`src/rtl/match_controller.sv`:
```
// Round/match sequencer: countdown, fight clock with pause, round-end freeze and win tally.
// Drives health_manager via game_active and a one-cycle round_reset pulse.
module match_controller #(
    parameter int unsigned FPS              = 60,
    parameter int unsigned COUNTDOWN_FRAMES = 180,
    parameter int unsigned ROUND_END_FRAMES = 120,
    parameter int unsigned ROUND_TIME_SEC   = 60,
    parameter int unsigned ROUNDS_TO_WIN    = 2,
    parameter int unsigned MAX_ROUNDS       = 5
) (
    input  logic       clk_game,
    input  logic       reset_n,
    input  logic       start_btn,
    input  logic       pause_btn,
    input  logic [2:0] p1_health,
    input  logic [2:0] p2_health,
    input  logic       game_over,
    input  logic       p1_wins,
    input  logic       p2_wins,
    input  logic       draw_game,
    output logic       game_active,
    output logic       round_reset,
    output logic [2:0] state,
    output logic       paused,
    output logic [2:0] round_num,
    output logic [6:0] round_seconds,
    output logic [2:0] p1_rounds,
    output logic [2:0] p2_rounds,
    output logic       match_over,
    output logic [1:0] match_winner
);

    localparam int unsigned FRAMES_MAX = (COUNTDOWN_FRAMES > ROUND_END_FRAMES) ?
                                         COUNTDOWN_FRAMES : ROUND_END_FRAMES;
    localparam int unsigned FW = $clog2(FRAMES_MAX + 1);
    localparam int unsigned DW = (FPS > 1) ? $clog2(FPS) : 1;

    typedef enum logic [2:0] {
        S_IDLE      = 3'd0,
        S_COUNTDOWN = 3'd1,
        S_FIGHT     = 3'd2,
        S_ROUND_END = 3'd3,
        S_MATCH_END = 3'd4
    } state_t;

    state_t state_q, state_d;

    logic [FW-1:0] frame_cnt, frame_cnt_nxt;
    logic [DW-1:0] div_cnt, div_cnt_nxt;
    logic          start_q, pause_q;

    logic       game_active_nxt, round_reset_nxt, paused_nxt, match_over_nxt;
    logic [2:0] round_num_nxt, p1_rounds_nxt, p2_rounds_nxt;
    logic [6:0] round_seconds_nxt;
    logic [1:0] match_winner_nxt;

    logic start_edge, pause_edge, frame_zero, fight_exit, match_done;

    function automatic logic [2:0] sat_inc(input logic [2:0] v);
        return (v == 3'd7) ? v : v + 3'd1;
    endfunction

    assign start_edge = start_btn & ~start_q;
    assign pause_edge = pause_btn & ~pause_q;
    assign frame_zero = (frame_cnt == '0);
    // Exits are only taken while running; a pause edge in an exit cycle is thereby dropped.
    assign fight_exit = (state_q == S_FIGHT) && !paused && (game_over || round_seconds == '0);
    assign match_done = (p1_rounds == 3'(ROUNDS_TO_WIN)) || (p2_rounds == 3'(ROUNDS_TO_WIN)) ||
                        (round_num == 3'(MAX_ROUNDS));

    assign state = state_q;

    always_ff @(posedge clk_game or negedge reset_n) begin
        if (!reset_n) begin
            state_q <= S_IDLE;
        end else begin
            state_q <= state_d;
        end
    end

    always_comb begin
        state_d = state_q;
        case (state_q)
            S_IDLE:      if (start_edge) state_d = S_COUNTDOWN;
            S_COUNTDOWN: if (frame_zero) state_d = S_FIGHT;
            S_FIGHT:     if (fight_exit) state_d = S_ROUND_END;
            S_ROUND_END: if (frame_zero) state_d = match_done ? S_MATCH_END : S_COUNTDOWN;
            S_MATCH_END: if (start_edge) state_d = S_IDLE;
            default:     state_d = S_IDLE;
        endcase
    end

    always_comb begin
        frame_cnt_nxt     = frame_cnt;
        div_cnt_nxt       = div_cnt;
        game_active_nxt   = 1'b0;
        round_reset_nxt   = 1'b0;
        paused_nxt        = paused;
        match_over_nxt    = match_over;
        round_num_nxt     = round_num;
        round_seconds_nxt = round_seconds;
        p1_rounds_nxt     = p1_rounds;
        p2_rounds_nxt     = p2_rounds;
        match_winner_nxt  = match_winner;
        case (state_q)
            S_IDLE: begin
                if (start_edge) begin
                    round_reset_nxt = 1'b1;
                    p1_rounds_nxt   = '0;
                    p2_rounds_nxt   = '0;
                    round_num_nxt   = 3'd1;
                    frame_cnt_nxt   = FW'(COUNTDOWN_FRAMES - 1);
                end
            end
            S_COUNTDOWN: begin
                if (frame_zero) begin
                    round_seconds_nxt = 7'(ROUND_TIME_SEC);
                    div_cnt_nxt       = '0;
                    game_active_nxt   = 1'b1;
                end else begin
                    frame_cnt_nxt = frame_cnt - FW'(1);
                end
            end
            S_FIGHT: begin
                if (fight_exit) begin
                    frame_cnt_nxt = FW'(ROUND_END_FRAMES - 1);
                    paused_nxt    = 1'b0;
                    if (game_over) begin
                        if (p1_wins)      p1_rounds_nxt = sat_inc(p1_rounds);
                        else if (p2_wins) p2_rounds_nxt = sat_inc(p2_rounds);
                    end else if (p1_health > p2_health) begin
                        p1_rounds_nxt = sat_inc(p1_rounds);
                    end else if (p2_health > p1_health) begin
                        p2_rounds_nxt = sat_inc(p2_rounds);
                    end
                end else begin
                    paused_nxt      = paused ^ pause_edge;
                    game_active_nxt = ~(paused ^ pause_edge);
                    if (!paused) begin
                        if (div_cnt == DW'(FPS - 1)) begin
                            div_cnt_nxt = '0;
                            if (round_seconds != '0) round_seconds_nxt = round_seconds - 7'd1;
                        end else begin
                            div_cnt_nxt = div_cnt + DW'(1);
                        end
                    end
                end
            end
            S_ROUND_END: begin
                if (frame_zero) begin
                    if (match_done) begin
                        match_over_nxt = 1'b1;
                        if (p1_rounds > p2_rounds)      match_winner_nxt = 2'b01;
                        else if (p2_rounds > p1_rounds) match_winner_nxt = 2'b10;
                        else                            match_winner_nxt = 2'b00;
                    end else begin
                        round_reset_nxt = 1'b1;
                        round_num_nxt   = round_num + 3'd1;
                        frame_cnt_nxt   = FW'(COUNTDOWN_FRAMES - 1);
                    end
                end else begin
                    frame_cnt_nxt = frame_cnt - FW'(1);
                end
            end
            S_MATCH_END: begin
                if (start_edge) begin
                    match_over_nxt   = 1'b0;
                    round_num_nxt    = '0;
                    match_winner_nxt = 2'b00;
                end
            end
            default: ;
        endcase
    end

    always_ff @(posedge clk_game or negedge reset_n) begin
        if (!reset_n) begin
            frame_cnt     <= '0;
            div_cnt       <= '0;
            start_q       <= 1'b0;
            pause_q       <= 1'b0;
            game_active   <= 1'b0;
            round_reset   <= 1'b0;
            paused        <= 1'b0;
            match_over    <= 1'b0;
            round_num     <= '0;
            round_seconds <= '0;
            p1_rounds     <= '0;
            p2_rounds     <= '0;
            match_winner  <= '0;
        end else begin
            frame_cnt     <= frame_cnt_nxt;
            div_cnt       <= div_cnt_nxt;
            start_q       <= start_btn;
            pause_q       <= pause_btn;
            game_active   <= game_active_nxt;
            round_reset   <= round_reset_nxt;
            paused        <= paused_nxt;
            match_over    <= match_over_nxt;
            round_num     <= round_num_nxt;
            round_seconds <= round_seconds_nxt;
            p1_rounds     <= p1_rounds_nxt;
            p2_rounds     <= p2_rounds_nxt;
            match_winner  <= match_winner_nxt;
        end
    end

endmodule

```
`config.mk`:
```
export PLATFORM = sky130hd
export DESIGN_NAME = match_controller
export DESIGN_NICKNAME = d
export VERILOG_FILES = /design/src/rtl/match_controller.sv
export SDC_FILE = /design/constraint.sdc
export NUM_CORES = 1
export LEC_CHECK = 0
export ABC_AREA = 1
export ABC_CLOCK_PERIOD_IN_PS = 1900
export CORE_ASPECT_RATIO = 2
export CORE_MARGIN = 2
export CORE_UTILIZATION = 25
export CTS_BUF_LIST = sky130_fd_sc_hd__clkbuf_8
export DETAILED_ROUTE_END_ITERATION = 8
export DONT_BUFFER_PORTS = 1
export HOLD_SLACK_MARGIN = 0.15
export PLACE_DENSITY_LB_ADDON = 0.25
export SYNTH_ARGS = -nofsm -noshare
export SYNTH_HDL_FRONTEND = slang
export SYNTH_SLANG_ARGS = --single-unit
```
`constraint.sdc`:
```
create_clock -name clk_game -period 1.9 [get_ports clk_game]
set_input_delay 0.19 -clock clk_game [delete_from_list [all_inputs] [get_ports clk_game]]
set_output_delay 0.19 -clock clk_game [all_outputs]
set_load 0.03 [all_outputs]
```
Word-level counts from Yosys, hierarchy flattened
Index checks and enable logic that the tools add are counted.
{"block": "classes", "add_sub_neg": 6, "order_cmp": 4, "n_eq_ne": 29, "muxes": 59, "bitwise_logic": 6, "n_reduce_logical": 23}
{"operator": "3-bit two-way mux", "count": 20}
{"operator": "8-bit two-way mux", "count": 5}
{"operator": "7-bit two-way mux", "count": 5}
{"operator": "8-bit one-hot mux with 4 select lines", "count": 1}
{"operator": "6-bit two-way mux", "count": 4}
{"operator": "2-bit != test (second input constant)", "count": 10}
{"operator": "5-bit AND reduction", "count": 4}
{"operator": "3-bit != test (second input constant)", "count": 5}
{"operator": "3-bit one-hot mux with 5 select lines", "count": 1}
{"operator": "7-bit one-hot mux with 2 select lines", "count": 1}
{"operator": "3-bit by 2-bit equality test with 1-bit output (second input constant)", "count": 4}
{"operator": "3-bit equality test (second input constant)", "count": 4}
{"operator": "3-bit > comparator", "count": 4}
{"operator": "3-bit one-hot mux with 2 select lines", "count": 2}
{"operator": "6-bit one-hot mux with 2 select lines", "count": 1}
{"operator": "2-bit two-way mux", "count": 5}
{"operator": "3-bit by 1-bit adder with 3-bit output (second input constant)", "count": 3}
{"operator": "1-bit two-way mux", "count": 9}
{"operator": "3-bit one-hot mux with 3 select lines", "count": 1}
{"operator": "8-bit logical NOT", "count": 1}
{"operator": "4-bit AND reduction", "count": 2}
{"operator": "8-bit by 1-bit subtractor with 8-bit output (second input constant)", "count": 1}
{"operator": "7-bit logical NOT", "count": 1}
{"operator": "7-bit AND reduction", "count": 1}
{"operator": "other kinds (20)", "count": 32}
{"block": "word_totals", "register_bits": 41, "in_bits": 14, "out_inout_bits": 25, "word_cells": 141}

Depth between registers and ports, before layout
{"block": "depth", "word_depth": 7, "depth_mapped": 12, "depth_no_buf": 12}

Worst setup path after synthesis
No wires, ideal clock.
{"block": "synth_path", "kind": "flip-flop to flip-flop", "start": "register round_seconds[0]", "end": "register div_cnt[2]", "setup_time_ns": 0.074, "arrival_ns": 1.685, "required_ns": 1.826, "path_slack_ns": 0.141, "path_stages_with_launch": 12, "path_buffers": 1, "period_less_slack_ns": 1.759, "path_cell_list": "dfrtp_1 > inv_1 > ha_1 > inv_1 > nor2_1 > nand3_1 > nand2_1 > nand3_2 > nand2_2 > buf_6 > nand2_1 > o21ai_2"}
{"block": "synth_between", "elab_chain_cells": 5}
{"element": "from (decl)", "line": "26", "text": "output logic [6:0] round_seconds,"}
{"element": "from (signal assigned)", "line": "201", "text": "round_seconds <= round_seconds_nxt;"}
{"element": "7-bit logical NOT", "line": "67", "text": "assign fight_exit = (state_q == S_FIGHT) && !paused && (game_over || round_seconds == '0);"}
{"element": "1-bit logical OR", "line": "67"}
{"element": "1-bit logical AND", "line": "67"}
{"element": "2-bit != test (no line)"}
{"element": "4-bit AND reduction (no line)"}
{"element": "to (signal assigned)", "line": "193", "text": "div_cnt <= div_cnt_nxt;"}
{"element": "to (decl)", "line": "49", "text": "logic [DW-1:0] div_cnt, div_cnt_nxt;"}
No other way between the ends.
A chain may end at the register's enable or synchronous reset.

Final worst setup path
{"block": "layout_path", "start": "register frame_cnt[0]", "end": "register frame_cnt[7]"}
{"block": "layout_between", "elab_chain_cells": 3, "elab_cells_between_ends": 8, "cone_classes": "add/sub: 1; eq/ne: 2; mux: 3; reduce/logical: 2"}
{"element": "from (decl)", "line": "48", "text": "logic [FW-1:0] frame_cnt, frame_cnt_nxt;"}
{"element": "from (signal assigned)", "line": "192", "text": "frame_cnt <= frame_cnt_nxt;"}
{"element": "8-bit by 1-bit subtractor with 8-bit output / 8-bit logical NOT (equally long branches)", "line": "121, 162, 65"}
{"element": "8-bit two-way mux (tied with other cells)", "line": "150", "text": "if (frame_zero) begin"}
{"element": "8-bit one-hot mux with 4 select lines / 5-bit AND reduction (equally long branches)"}
Parallel ways exist; a longest one is shown, timed or not. The select of a mux whose other input is x is not followed.

==> results by stage <==
STA:
- Hold is met by 0.1821 ns.
- The worst-case clock skew is 0.008402 ns.
- Timing would allow up to 584.0 MHz.
- The number of pins exceeding their max-slew limit in the final report is 0.
- The number of hold-slack violations in the final timing report is 0.
- The final critical delay including setup and external delays is 1.712 ns.
- The worst-margin pin slew is 0.3725 ns.
- The max-slew headroom at the worst pin is 75.16%.
- The number of setup violations in the final report is 0.
- The share of the cycle needed by the critical path after routing is 90.12%.

Routing:
- The via count normalized by instance count is 4.572.
- The sum of routed wire length over all layers is 7464 um.
- The final route contains 2,542 vias.
- The DRC violations left is 0.
- In this run, the number of DRC markers left after iteration 0 of detailed routing was 90.
- The per-cell routed wire length is 13.42 um.
- The first TritonRoute pass finished after 4 iterations.
- The count of nets left with antenna violations after detail routing is 0.

Final layout:
- The top cell types in the final layout, fill and taps aside, are sky130_fd_sc_hd__nand2_1, sky130_fd_sc_hd__inv_1, sky130_fd_sc_hd__dfrtp_1.
- The most frequent standard cell in the layout excluding fill and tap cells is sky130_fd_sc_hd__nand2_1.
- The number of antenna diodes in the final layout is 0.
- The net count of the finished layout is 447.
- In the final layout, the multi-input gates occupy 1530 um^2.
- Summing all flip-flop and latch instances after layout gives 1026 um^2.
- The number of standard cells in the final layout excluding fillers is 556.
- The fraction of layout instances using a drive strength above 1 is 17.07%.
- Once layout is complete, the utilization of the core stands at 30.21%.
- The area growth from synthesis to layout is 18.47%.
- The filler cell count is 1,181.

Critical path:
- Counting both buffers and inverters, the worst setup path holds a total of 3.
- The kind of start point of the critical path is a flip-flop.
- The critical register-to-register path endpoint is frame_cnt[7].
- Data on the critical path arrives at its endpoint at 1.92 ns.
- At the worst endpoint, the required time is 2.10 ns.
- The critical path goes through inv_1, ha_2, nand2_1, nor2_2, buf_4, nand2_1, nand2_4, inv_2, nand2_1, nand2_1.
- The number of stages on the worst setup path is 10.
- In this design, the critical path's most frequently occurring cell is sky130_fd_sc_hd__nand2_1.
- In this run the worst path has a maximum fanout of 10.
- The largest incremental delay on the critical path is 0.42 ns.
- The cell with the largest stage delay on the worst path is sky130_fd_sc_hd__dfrtp_1.
- The kind of cell with the highest combined delay on the critical path is simple AND/OR/NAND/NOR gates.
- The first element of the critical path is frame_cnt[0].
- The startpoint of the most critical register-to-register path is frame_cnt[0].
- The capture point of the critical path is frame_cnt[7].
- The worst setup path is of the reg -> reg kind.
- The internal reg-to-reg setup slack is 0.19 ns.
- The endpoint kind of the worst setup timing path is a flip-flop.
- The number of cells on the worst reg-to-reg path is 10.

Yosys:
- After synthesis the netlist holds a flip-flop and latch count of 41.
- The share of synthesized registers carrying an async set or reset is 100.0%.
- Sequential elements use 37.22% of the synthesized area.
- The area share of the largest cell type after synthesis is 37.22%.
- The average size of a mapped cell is 7.216 um^2.
- For this run, the leading register cell type out of synthesis is sky130_fd_sc_hd__dfrtp_1.
- In the post-synthesis netlist, the biggest area contributors are sky130_fd_sc_hd__dfrtp_1, sky130_fd_sc_hd__nand2_1, sky130_fd_sc_hd__ha_1.
- The library cell occupying the most area in the post-synthesis netlist is sky130_fd_sc_hd__dfrtp_1.
- The area of the mapped netlist is 2756 um^2.
- The synthesized instance count is 382.
- In this run, synthesis inferred 0 flip-flops with an integrated enable.
- The synthesized netlist net count is 413.
- The number of distinct library cells after synthesis is 30.
- The Yosys step of the flow raised 0 warnings.

CTS:
- The H-tree depth is 2.
- The clock tree buffer depth is 2.
- The clock slew seen by the registers of the worst setup and hold paths is 0.09 ns.
- The number of clock buffers added by TritonCTS is 5.
- The worst-skew pair later-pin latency is 0.30 ns.
- The clock sink count is 41.
- TritonCTS built the clock tree.
- The root cell of the clock tree is sky130_fd_sc_hd__clkbuf_8.

Global route:
- The via count of the first global-routing pass is 2,528.
- Entering global routing, the biggest net connects 42 pins.
- The initial antenna violation count is 0.
- The first global-routing pass estimated 12,150 um of wire.
- For this run, the total global-route usage over all layers was measured as 13.12%.
- The remaining global-route overflow is 0.

Placement:
- The detailed placement HPWL is 5903 um.
- The global placement routability congestion is 0.8433.
- The number of input and output port buffers inserted is 0.
- The placed instance count is 545.

Floorplan:
- The region available for standard cell placement spans 10,810 um^2.
- The height of the die is 152.5 um.
- During I/O placement, the number of pins put on the boundary was 39.
- The overall die width is 78.25 um.
- The floorplan step defined a die boundary enclosing 11,930 um^2.
- In this run the core area contains 54 standard-cell rows.
- The initial core utilization is 25.50%.

Min path:
- The worst min-delay path category is in -> reg.
- The hold path startpoint is start_btn.

Status:
- The flow ran to the end, and the final reports show no timing, DRC or antenna violations.

Job:
- The number of maximum-capacitance constraint violations is 0.

Power and ir drop:
- The maximum VDD drop is 467.6 uV.
- The power density of the placed cells is 1492 nW/um^2.
- The static leakage is 1.639 nW.
[power by group]
group / leakage, nW / switching [mW] / internal, mW / total [mW]
Combinational: 1.06 / 1.91 / 0.966 / 2.88
Clock: 0.0485 / 0.321 / 0.284 / 0.605
Sequential: 0.529 / 0.256 / 1.13 / 1.39
[area by class of cell]
| type | count | share of cell area, % |
|---|---|---|
| multi-input combinational | 286 | 46.86 |
| tap | 140 | 5.364 |
| clock inverter | 1 | 0.1149 |
| timing repair buffer | 30 | 7.739 |
| sequential | 41 | 31.42 |
| clock buffer | 6 | 2.529 |
| inverter | 52 | 5.977 |
[state kept, by name (all words and copies together) (netlist names), 2 cells and up]
name and flops:
round_num 3, state 3, frame_cnt 8, p2_rounds 3, div_cnt 6, p1_rounds 3
round_seconds 7, match_winner 2
[repair_timing]
item                                    in CTS  in global routing
setup buffers                                0                  0
hold buffers                                 4                  0
hold endpoints to repair                    43                  0
gates resized for setup                      0                  6
endpoints found under the setup margin       0                 13
[worst reg2reg max path, stage by stage, from the launching register on]
cell	delay [ns]
sky130_fd_sc_hd__dfrtp_1	0.42
sky130_fd_sc_hd__inv_1	0.10
sky130_fd_sc_hd__ha_2	0.21
sky130_fd_sc_hd__nand2_1	0.11
sky130_fd_sc_hd__nor2_2	0.17
sky130_fd_sc_hd__buf_4	0.13
sky130_fd_sc_hd__nand2_1	0.13
sky130_fd_sc_hd__nand2_4	0.17
sky130_fd_sc_hd__inv_2	0.07
sky130_fd_sc_hd__nand2_1	0.06
sky130_fd_sc_hd__nand2_1	0.04
[cell usage after synthesis, drive strengths merged (3+ instances only)]
master  number
nand2      126
inv         51
nor2        44
dfrtp       41
nand3       37
o21ai       22
nand4       18
ha          17
or2          6
a21oi        4
buf          3
[through the flow]
| step | setup TNS (ns) | cell area, um^2 | power [mW] | setup slack, ns |
|---|---|---|---|---|
| after floorplan | 0 | 2756 | 3.447 | 0.1413 |
| after global placement | 0 | 3105 | 4.217 | 0.09018 |
| after detailed placement | 0 | 3105 | 4.268 | 0.08544 |
| after CTS | 0 | 3249 | 4.914 | 0.05274 |
| after global routing | -0.0009517 | 3266 | 5.342 | -0.0009517 |
| final | 0 | 3266 | 4.873 | 0.1877 |
[kinds of logic after synthesis]
kind of cell | Yosys count | synth area share, %
flip-flops | 41 | 37.22
adder cells (fa/ha/maj) | 17 | 7.717
AND/OR/NAND/NOR | 233 | 38.86
buffers and inverters | 55 | 7.853
XOR/XNOR | 3 | 0.9534
AO/OA/AOI/OAI | 33 | 7.399
[worst min-delay path by stage]
stage / to / slack, ns / depth (start not counted)
after floorplan: div_cnt[0] / -0.11 / 0
after global placement: frame_cnt[0] / -0.10 / 0
after detailed placement: frame_cnt[3] / -0.10 / 0
after CTS: round_reset / 0.15 / 4
after global routing: paused / 0.21 / 4
final: round_reset / 0.18 / 4
[layer usage]
layer / up-vias / part of all wire (%) / global-route usage [%]
met3: 17 / 4.0 / 2.903
li1: 1294 / - / -
met2: 39 / 61 / 27.26
met5: - / 0 / 0
met4: 0 / 3.0 / 5.848
met1: 1192 / 32 / 11.07
No activity file was read; power rests on OpenSTA's default activity.
